File: src/rtl/bp_pkg.sv
// bp_pkg: shared widths, counter reset value and saturating-counter helper
// for the branch-predictor update path.
package bp_pkg;

  localparam int unsigned PC_W_DEFAULT = 10;
  localparam int unsigned CTR_W        = 2;

  typedef logic [CTR_W-1:0] ctr_t;

  localparam ctr_t CTR_RESET = 2'b01;
  localparam ctr_t CTR_MAX   = '1;

  // Taken moves the counter toward CTR_MAX, not-taken toward zero; both saturate.
  function automatic ctr_t sat_next(input ctr_t ctr, input logic taken);
    ctr_t res;
    if (taken) begin
      res = (ctr == CTR_MAX) ? ctr : ctr + ctr_t'(1);
    end else begin
      res = (ctr == '0) ? ctr : ctr - ctr_t'(1);
    end
    return res;
  endfunction

endpackage

File: src/rtl/bp_inflight_queue.sv
// bp_inflight_queue: circular FIFO of {PC, counter snapshot} for in-flight
// branches. Pointers wrap modulo DEPTH; occupancy distinguishes full/empty.
// Optional feature macro: BP_UPDATE_FORWARD_EN (patch snapshots of remaining
// same-PC entries, and a same-cycle push, with the resolved next value).
// Ports:
//   clk, rstn          clock, synchronous active-low reset
//   push/push_pc/_ctr  accepted push (already gated by full/flush)
//   pop                accepted resolve, head is removed
//   flush              discard all entries, pointers back to 0
//   fwd_pc/fwd_ctr     resolved PC and its next counter (macro only)
//   head_pc/head_ctr   oldest entry
//   occupancy          number of valid entries
module bp_inflight_queue
  import bp_pkg::*;
#(
  parameter int unsigned DEPTH = 8,
  parameter int unsigned PC_W  = PC_W_DEFAULT
) (
  input  logic                         clk,
  input  logic                         rstn,
  input  logic                         push,
  input  logic [PC_W-1:0]              push_pc,
  input  ctr_t                         push_ctr,
  input  logic                         pop,
  input  logic                         flush,
`ifdef BP_UPDATE_FORWARD_EN
  input  logic [PC_W-1:0]              fwd_pc,
  input  ctr_t                         fwd_ctr,
`endif
  output logic [PC_W-1:0]              head_pc,
  output ctr_t                         head_ctr,
  output logic [$clog2(DEPTH+1)-1:0]   occupancy
);

  localparam int unsigned AW = $clog2(DEPTH);
  localparam int unsigned OW = $clog2(DEPTH+1);

  logic [AW-1:0]   rd_ptr;
  logic [AW-1:0]   wr_ptr;
  logic [PC_W-1:0] pc_mem  [DEPTH];
  ctr_t            ctr_mem [DEPTH];
  ctr_t            wr_ctr;

  assign head_pc  = pc_mem[rd_ptr];
  assign head_ctr = ctr_mem[rd_ptr];

  always_ff @(posedge clk) begin
    if (!rstn || flush) begin
      rd_ptr    <= '0;
      wr_ptr    <= '0;
      occupancy <= '0;
    end else begin
      if (push) wr_ptr <= wr_ptr + AW'(1);
      if (pop)  rd_ptr <= rd_ptr + AW'(1);
      case ({push, pop})
        2'b10:   occupancy <= occupancy + OW'(1);
        2'b01:   occupancy <= occupancy - OW'(1);
        default: occupancy <= occupancy;
      endcase
    end
  end

`ifdef BP_UPDATE_FORWARD_EN
  logic [AW-1:0]    ofs [DEPTH];
  logic [DEPTH-1:0] patch;

  // An entry is live when its distance from rd_ptr (mod DEPTH) is below
  // occupancy; the head itself may be patched harmlessly as it is popping.
  always_comb begin
    patch = '0;
    for (int unsigned i = 0; i < DEPTH; i++) begin
      ofs[i]   = AW'(i) - rd_ptr;
      patch[i] = pop && (OW'(ofs[i]) < occupancy) && (pc_mem[i] == fwd_pc);
    end
    wr_ctr = (pop && (push_pc == fwd_pc)) ? fwd_ctr : push_ctr;
  end
`else
  logic [DEPTH-1:0] patch;

  always_comb begin
    patch  = '0;
    wr_ctr = push_ctr;
  end
`endif

  // The push slot is never live (push is rejected when full), so the patch
  // loop and the push write never target the same entry.
  always_ff @(posedge clk) begin
    for (int unsigned i = 0; i < DEPTH; i++) begin
`ifdef BP_UPDATE_FORWARD_EN
      if (patch[i]) ctr_mem[i] <= fwd_ctr;
`else
      if (patch[i]) ctr_mem[i] <= ctr_mem[i];
`endif
    end
    if (push) begin
      pc_mem[wr_ptr]  <= push_pc;
      ctr_mem[wr_ptr] <= wr_ctr;
    end
  end

endmodule

File: src/rtl/bp_update_unit.sv
// bp_update_unit: tracks predicted branches and, on in-order resolve, drives
// the predictor update port with the saturated next counter and a mispredict
// flag (one-cycle registered latency).
// Optional feature macro: BP_UPDATE_FORWARD_EN (same-PC snapshot forwarding).
// Ports:
//   clk, rstn                              clock, synchronous active-low reset
//   PushValid/PushReady/PushPC/PushCounter fetch-side predicted branch
//   ResolveValid/ResolveReady/ResolveTaken commit-side resolution of the head
//   Flush                                  discard all in-flight entries
//   CommitedBranchPC/CounterUpdate/NextValue predictor update port
//   Mispredict                             predicted direction was wrong
//   Occupancy                              valid entry count
module bp_update_unit
  import bp_pkg::*;
#(
  parameter int unsigned DEPTH = 8,
  parameter int unsigned PC_W  = PC_W_DEFAULT
) (
  input  logic                         clk,
  input  logic                         rstn,
  input  logic                         PushValid,
  output logic                         PushReady,
  input  logic [PC_W-1:0]              PushPC,
  input  logic [1:0]                   PushCounter,
  input  logic                         ResolveValid,
  output logic                         ResolveReady,
  input  logic                         ResolveTaken,
  input  logic                         Flush,
  output logic [PC_W-1:0]              CommitedBranchPC,
  output logic                         CounterUpdate,
  output logic [1:0]                   NextValue,
  output logic                         Mispredict,
  output logic [$clog2(DEPTH+1)-1:0]   Occupancy
);

  localparam int unsigned OW = $clog2(DEPTH+1);

  logic            push_acc;
  logic            pop_acc;
  logic [PC_W-1:0] head_pc;
  ctr_t            head_ctr;
  ctr_t            sat_val;

  // Readiness depends on registered occupancy only; a same-cycle pop does
  // not free a slot for a push.
  assign PushReady    = (Occupancy != OW'(DEPTH));
  assign ResolveReady = (Occupancy != '0);
  assign push_acc     = PushValid && PushReady && !Flush;
  assign pop_acc      = ResolveValid && ResolveReady;
  assign sat_val      = sat_next(head_ctr, ResolveTaken);

  bp_inflight_queue #(
    .DEPTH (DEPTH),
    .PC_W  (PC_W)
  ) u_queue (
    .clk       (clk),
    .rstn      (rstn),
    .push      (push_acc),
    .push_pc   (PushPC),
    .push_ctr  (PushCounter),
    .pop       (pop_acc),
    .flush     (Flush),
`ifdef BP_UPDATE_FORWARD_EN
    .fwd_pc    (head_pc),
    .fwd_ctr   (sat_val),
`endif
    .head_pc   (head_pc),
    .head_ctr  (head_ctr),
    .occupancy (Occupancy)
  );

  always_ff @(posedge clk) begin
    if (!rstn) begin
      CommitedBranchPC <= '0;
      NextValue        <= CTR_RESET;
      CounterUpdate    <= 1'b0;
      Mispredict       <= 1'b0;
    end else begin
      CounterUpdate <= pop_acc;
      Mispredict    <= pop_acc && (head_ctr[1] != ResolveTaken);
      if (pop_acc) begin
        CommitedBranchPC <= head_pc;
        NextValue        <= sat_val;
      end
    end
  end

endmodule
File: config.mk
export PLATFORM = sky130hd
export DESIGN_NAME = bp_update_unit
export DESIGN_NICKNAME = d
export VERILOG_FILES = /design/src/rtl/bp_pkg.sv /design/src/rtl/bp_inflight_queue.sv /design/src/rtl/bp_update_unit.sv
export SDC_FILE = /design/constraint.sdc
export NUM_CORES = 1
export LEC_CHECK = 0
export CORE_ASPECT_RATIO = 1.75
export CORE_MARGIN = 3
export CORE_UTILIZATION = 40
export DETAILED_ROUTE_END_ITERATION = 7
export PLACE_DENSITY = 0.62
export RECOVER_POWER = 50
export SETUP_SLACK_MARGIN = 0.15
export SLEW_MARGIN = 20
export SYNTH_ARGS = -nofsm -noshare
export SYNTH_HDL_FRONTEND = slang
export SYNTH_SLANG_ARGS = --single-unit
File: constraint.sdc
create_clock -name clk -period 2.7 [get_ports clk]
set_clock_uncertainty 0.15 [all_clocks]
set_input_delay 0.675 -clock clk [delete_from_list [all_inputs] [get_ports clk]]
set_output_delay 0.675 -clock clk [all_outputs]
set_load 0.1 [all_outputs]
== After elaboration in Yosys (flattened, before gate mapping) ==
Memories as Yosys holds them, arrays and structs flattened. A register that Yosys moved wholly into a read port is not among the register bits.
Cells that the tools add are included.
Widths: inputs -> output; s select.

* Equality and inequality tests: 5
* $add $sub $neg: 6
* Reductions and logical operators: 11
* Mux-type cells: 8

{| class="wikitable"
|+ Operator list
! operator !! count
|-
| $pmux 4 s2 || 1
|-
| $add 3x1->3 const B || 2
|-
| $mux 2 || 3
|-
| $mux 3 || 2
|-
| $add 4x1->4 const B || 1
|-
| $eq 2x2->1 const B || 2
|-
| $logic_and 1x1->1 || 4
|-
| $ne 4x4->1 const B || 1
|-
| $reduce_bool 4->1 || 1
|-
| $sub 4x1->4 const B || 1
|-
| $logic_not 1->1 || 3
|-
| $add 2x1->2 const B || 1
|-
| $eq 2x1->1 const B || 1
|-
| $logic_not 2->1 || 1
|-
| $mux 1 || 2
|-
| $reduce_bool 2->1 || 1
|-
| $sub 2x1->2 const B || 1
|-
| $logic_or 1x1->1 || 1
|-
| $ne 1x1->1 || 1
|}

* Memories: 2
* Word-level logic and storage cells: 38
* Bits in writable memories: 96
* Bits of input ports: 18
* Register bits after elaboration: 14

{| class="wikitable"
|+ Memories
! memory !! words !! bits a word !! rd ports !! clocked after Yosys merged registers in !! write ports !! RTL line !! source
|-
| u_queue.pc_mem || 8 || 10 || 1 || 1 || 1 || bp_inflight_queue.sv:40 || <nowiki>logic [PC_W-1:0] pc_mem [DEPTH];</nowiki>
|-
| u_queue.ctr_mem || 8 || 2 || 1 || 1 || 1 || bp_inflight_queue.sv:41 || <nowiki>ctr_t ctr_mem [DEPTH];</nowiki>
|}

== Depth between registers and ports, before layout ==
* Depth in word-level cells: 5
* Gate-level depth with buffers: 11
* Mapped depth without buffers: 10

== Cells and area by module ==
From an unflattened synthesis, not the netlist that was laid out.

* Cell total of the unflattened synthesis: 274
* Area, all modules: 4893.4 µm²

{| class="wikitable"
|+ By module, submodules not included
! module !! sequential area each (µm²) !! cells an instance !! instances !! area an instance (µm²)
|-
| bp_inflight_queue || 3143.0 || 208 || 1 || 4310.4
|-
| bp_update_unit || 280.3 || 66 || 1 || 583.1
|}

== Worst setup path before layout ==
Ideal clock, no wire load.

* Path type: reg-to-reg
* Start: reg u_queue.occupancy[1]
* End: reg u_queue.occupancy[2]
* Path buffers: 3
* Stages on the path, launching flop included: 12
* Clock period less this slack: 3.315 ns
* Arrival: 3.095 ns
* Path slack: -0.615 ns
* Required time: 2.480 ns
* Cells stage by stage: dfxtp_1 -> buf_2 -> o41a_1 -> buf_2 -> buf_1 -> ha_1 -> xor2_1 -> ha_1 -> a31oi_1 -> xor2_1 -> or3_1 -> a21oi_1

{| class="wikitable"
|+ RTL lines
! element !! RTL line !! source
|-
| from (decl) || bp_inflight_queue.sv:32 || <nowiki>output logic [$clog2(DEPTH+1)-1:0] occupancy</nowiki>
|-
| from (signal assigned) || bp_inflight_queue.sv:56 || <nowiki>2'b10: occupancy <= occupancy + OW'(1);</nowiki>
|-
| from (signal assigned) || bp_inflight_queue.sv:57 || <nowiki>2'b01: occupancy <= occupancy - OW'(1);</nowiki>
|-
| from (signal assigned) || bp_inflight_queue.sv:58 || <nowiki>default: occupancy <= occupancy;</nowiki>
|-
| $reduce_bool 4->1 (*) || bp_update_unit.sv:47 || <nowiki>assign ResolveReady = (Occupancy != '0);</nowiki>
|-
| $logic_and 1x1->1 (*) || bp_update_unit.sv:49 || <nowiki>assign pop_acc = ResolveValid && ResolveReady;</nowiki>
|-
| via pop_acc || bp_update_unit.sv:39 || <nowiki>logic pop_acc;</nowiki>
|-
| $eq 2x1->1 / $eq 2x2->1 (equally long branches) || bp_inflight_queue.sv:55 || <nowiki>case ({push, pop})</nowiki>
|-
| $pmux 4 s2 / $reduce_bool 2->1 (equally long branches) || -- ||
|}

Mark *: on every way through the listed nets, which the timed path passes. The rest lies on a longest branch.
A chain may end at the register's enable or synchronous reset.

== Worst setup path after layout ==
* Start: in ResolveValid
* End: reg u_queue.occupancy[2]

* Cells in the longest elaborated chain, start to end: 3

{| class="wikitable"
|+ RTL lines
! element !! RTL line !! source
|-
| from (decl) || bp_update_unit.sv:25 || <nowiki>input logic ResolveValid,</nowiki>
|-
| $logic_and 1x1->1 (*) || bp_update_unit.sv:49 ||
|-
| $eq 2x1->1 / $eq 2x2->1 (equally long branches) || bp_inflight_queue.sv:55 ||
|-
| $pmux 4 s2 / $reduce_bool 2->1 (equally long branches) || -- ||
|}

Mark *: on every way between the ends. The rest lies on a longest branch, timed or not.

==> results.json <==
{
  "synth_compound_area_frac": 0.03879,
  "synth_area_leaders": "edfxtp_1 (61%), dfxtp_1 (11%), mux4_2 (9.5%)",
  "ctsHtreeMaxLevel": 4,
  "ys.flop_type": "edfxtp_1",
  "antenna_found_initial": 0,
  "hold_buffers": 0,
  "synth_simple_gate_area_frac": 0.05646,
  "powerDensity_mw_per_mm2": 735.8,
  "final_common_cell": "edfxtp_1",
  "cts_sinks": 123,
  "drt-vias-per-instance": 5.290,
  "synth-seq-cells": 123,
  "synth_top_cell_by_area": "edfxtp_1",
  "yosysWarnings": 0,
  "die_w_um": 88.31,
  "cts_buffer_depth": 2,
  "seq_area_frac_synth": 0.7219,
  "num_rows": 52,
  "netlist_instances": 266,
  "wirelength_mm": 9.006,
  "initial_core_util": 0.4095,
  "fillers": 976,
  "relSlewSlack": 0.2256,
  "final_cell_mix": "edfxtp_1 (96), dfxtp_1 (23), nand2_1 (20), mux4_2 (20), buf_4 (18)",
  "peakVddDrop_mv": 0.4161,
  "crit_path_end": "u_queue.occupancy[2]",
  "path_clk_slew_ps": 50,
  "finalHoldWorstSlack_ps": 342.9,
  "min_period_over_period": 0.9238,
  "wl_per_cell_um": 18.76,
  "area.growth.synth_to_final_pct": 27.39,
  "ys_types": 31,
  "io_pins": 38,
  "coreArea_mm2": 0.01158,
  "crit_slowest_cell": "dlygate4sd3_1",
  "worstSetupStartpoint": "ResolveValid",
  "drc_errors": 0,
  "firstDrtPassIters": 4,
  "grt_pass1_vias": 2654,
  "power.total_mw": 4.445,
  "r2r-start": "u_queue.occupancy[1]",
  "setup_viol": 0,
  "hold_class": "reg -> reg",
  "max_cap_viol_count": 0,
  "gp_congestion": 0.7867,
  "rsz0062_at_grt": "false",
  "synthAdderAreaFrac": 0.01055,
  "p_leak_nw": 2.174,
  "dr_total_vias": 2539,
  "fin_nets": 354,
  "crit_fanout": 2,
  "finalHoldViolCount": 0,
  "grt_pass1_wl_mm": 14.10,
  "regArea_mm2": 0.003438,
  "worst_setup_path_start_kind": "input port",
  "drtAntennaViolNets": 0,
  "multi_input_area_mm2": 0.001311,
  "yosys.area.top_type_share": 0.6079,
  "grt_overflow": 0,
  "io_buffer_count": 37,
  "grt_max_degree": 30,
  "track_usage": 0.1517,
  "clockRootBuffer": "clkbuf_16",
  "drive_above_1_share": 0.2899,
  "critPathCaptureType": "register",
  "die_area_mm2": 0.01325,
  "fmax_ghz": 0.4009,
  "arrival_ps": 2670,
  "crit_chain": "dlygate4sd3_1, o41a_1, ha_4, xor2_2, ha_2, a31oi_1, xor2_1, or3_1, a21oi_1",
  "async_flop_share": 0,
  "drt_iter0_drc": 156,
  "finalMaxSlewViolations": 0,
  "r2r_cells": 7,
  "synthMuxAreaShare": 0.1491,
  "synth-xor-area-share": 0.01108,
  "tightest_slew_ps": 1167,
  "period_needed_ps": 2494,
  "worst-setup-path-type": "in -> reg",
  "r2r_end": "u_queue.ctr_mem[1][1]",
  "cpPeakStageDelay_ps": 560,
  "synth_enable_flop_cells": 96,
  "clkLatencyLatePin_ps": 400,
  "place_hpwl_mm": 5.442,
  "syn_nets": 288,
  "synth_top_family_by_area": "multiplexers",
  "cts_tree": "yes",
  "syn-cell-area_mm2": 0.004742,
  "r2r_slack_ps": 330,
  "diodes": 0,
  "status": "finished, final reports clean",
  "syn_avg_cell_area_um2": 17.83,
  "die_y_um": 150.0,
  "cp_data_required_time_ps": 2870,
  "cts-buffers-inserted": 17
}
## cells by family after synthesis
kind of cell,count (synthesis)
flops,123
xor+xnor,6
buf+inv,14
fa+ha+maj,4
compound gates,23
simple gates,57
mux,39
## through the flow
| stage | worst slack, ps | utilization | cell area [um^2] | TNS [ps] | instances |
|---|---|---|---|---|---|
| 3_5_place_dp | -274.2 | 0.4721 | 5468 | -332.1 | 446 |
| 2_1_floorplan | 67.57 | - | 4786 | 0 | 266 |
| 6_report | 205.7 | 0.5216 | 6041 | 0 | 480 |
| 5_1_grt | 92.09 | 0.5216 | 6041 | 0 | 480 |
| 4_1_cts | 157.0 | 0.5214 | 6038 | 0 | 478 |
| 3_3_place_gp | -156.1 | 0.4721 | 5468 | -156.1 | 446 |
## report_power, final
part | internal, mW | switching [mW]
sequential | 2.06 | 0.0105
clock | 1.40 | 0.745
combinational | 0.0761 | 0.152
## how the worst min path moves through the flow
stage / startpoint / endpoint / slack (ps) / depth (start not counted)
after global routing: CommitedBranchPC[9] / CommitedBranchPC[9] / 360 / 1
after floorplan: u_queue.wr_ptr[0] / u_queue.wr_ptr[0] / 310 / 2
after global placement: u_queue.wr_ptr[0] / u_queue.wr_ptr[0] / 330 / 2
after detailed placement: CommitedBranchPC[9] / CommitedBranchPC[9] / 340 / 1
after CTS: u_queue.wr_ptr[0] / u_queue.wr_ptr[0] / 350 / 2
final: u_queue.wr_ptr[0] / u_queue.wr_ptr[0] / 340 / 2
## flip-flops by register name, indices dropped and copies added (netlist names), named ones only
register           count
u_queue.ctr_mem       16
u_queue.wr_ptr         3
NextValue              2
u_queue.occupancy      4
CounterUpdate          1
u_queue.rd_ptr         3
u_queue.pc_mem        80
CommitedBranchPC      10
Mispredict             1
## final cells by class
type                       instances  area share
sequential                       123      0.5692
multi-input combinational        129      0.2171
timing repair buffer              58     0.08989
clock buffer                      24     0.07809
tap                              135     0.02796
clock inverter                     8     0.01595
inverter                           3    0.001864
## worst max-delay path, delay by kind of cell
| family | cells | cell delay, ps |
|---|---|---|
| buf+inv | 1 | 560 |
| xor+xnor | 2 | 250 |
| fa+ha+maj | 2 | 360 |
| simple gates | 1 | 370 |
| compound gates | 3 | 460 |
## routing by layer
metal | part of all wire | vias to the layer above | track usage
li1 | - | 1182 | -
met1 | 0.41 | 1291 | 0.1758
met3 | 0.037 | 9 | 0.03802
met2 | 0.54 | 57 | 0.2586
met5 | 0 | - | 0
met4 | 0.015 | 0 | 0.07035
## cells in the mapped netlist, types with 2 or more instances
library cell  instances
a21oi_1               4
a31oi_1               2
buf_1                 2
buf_2                 4
clkbuf_1              5
dfxtp_1              27
edfxtp_1             96
ha_1                  4
inv_1                 3
mux2i_1              14
mux4_1                4
mux4_2               20
nand2_1              20
nand2b_1              6
nor2_1               17
nor2b_1               2
nor3_1                4
o211a_1              10
o21ai_0               5
or3_1                 2
xnor2_1               2
xor2_1                4
## what timing repair did
action                     CTS  global route
setup endpoints to repair    1             3
pin swaps                    0             4
buffers inserted             0             2
resized for setup            1            10
No activity file was read; power rests on OpenSTA's default activity.
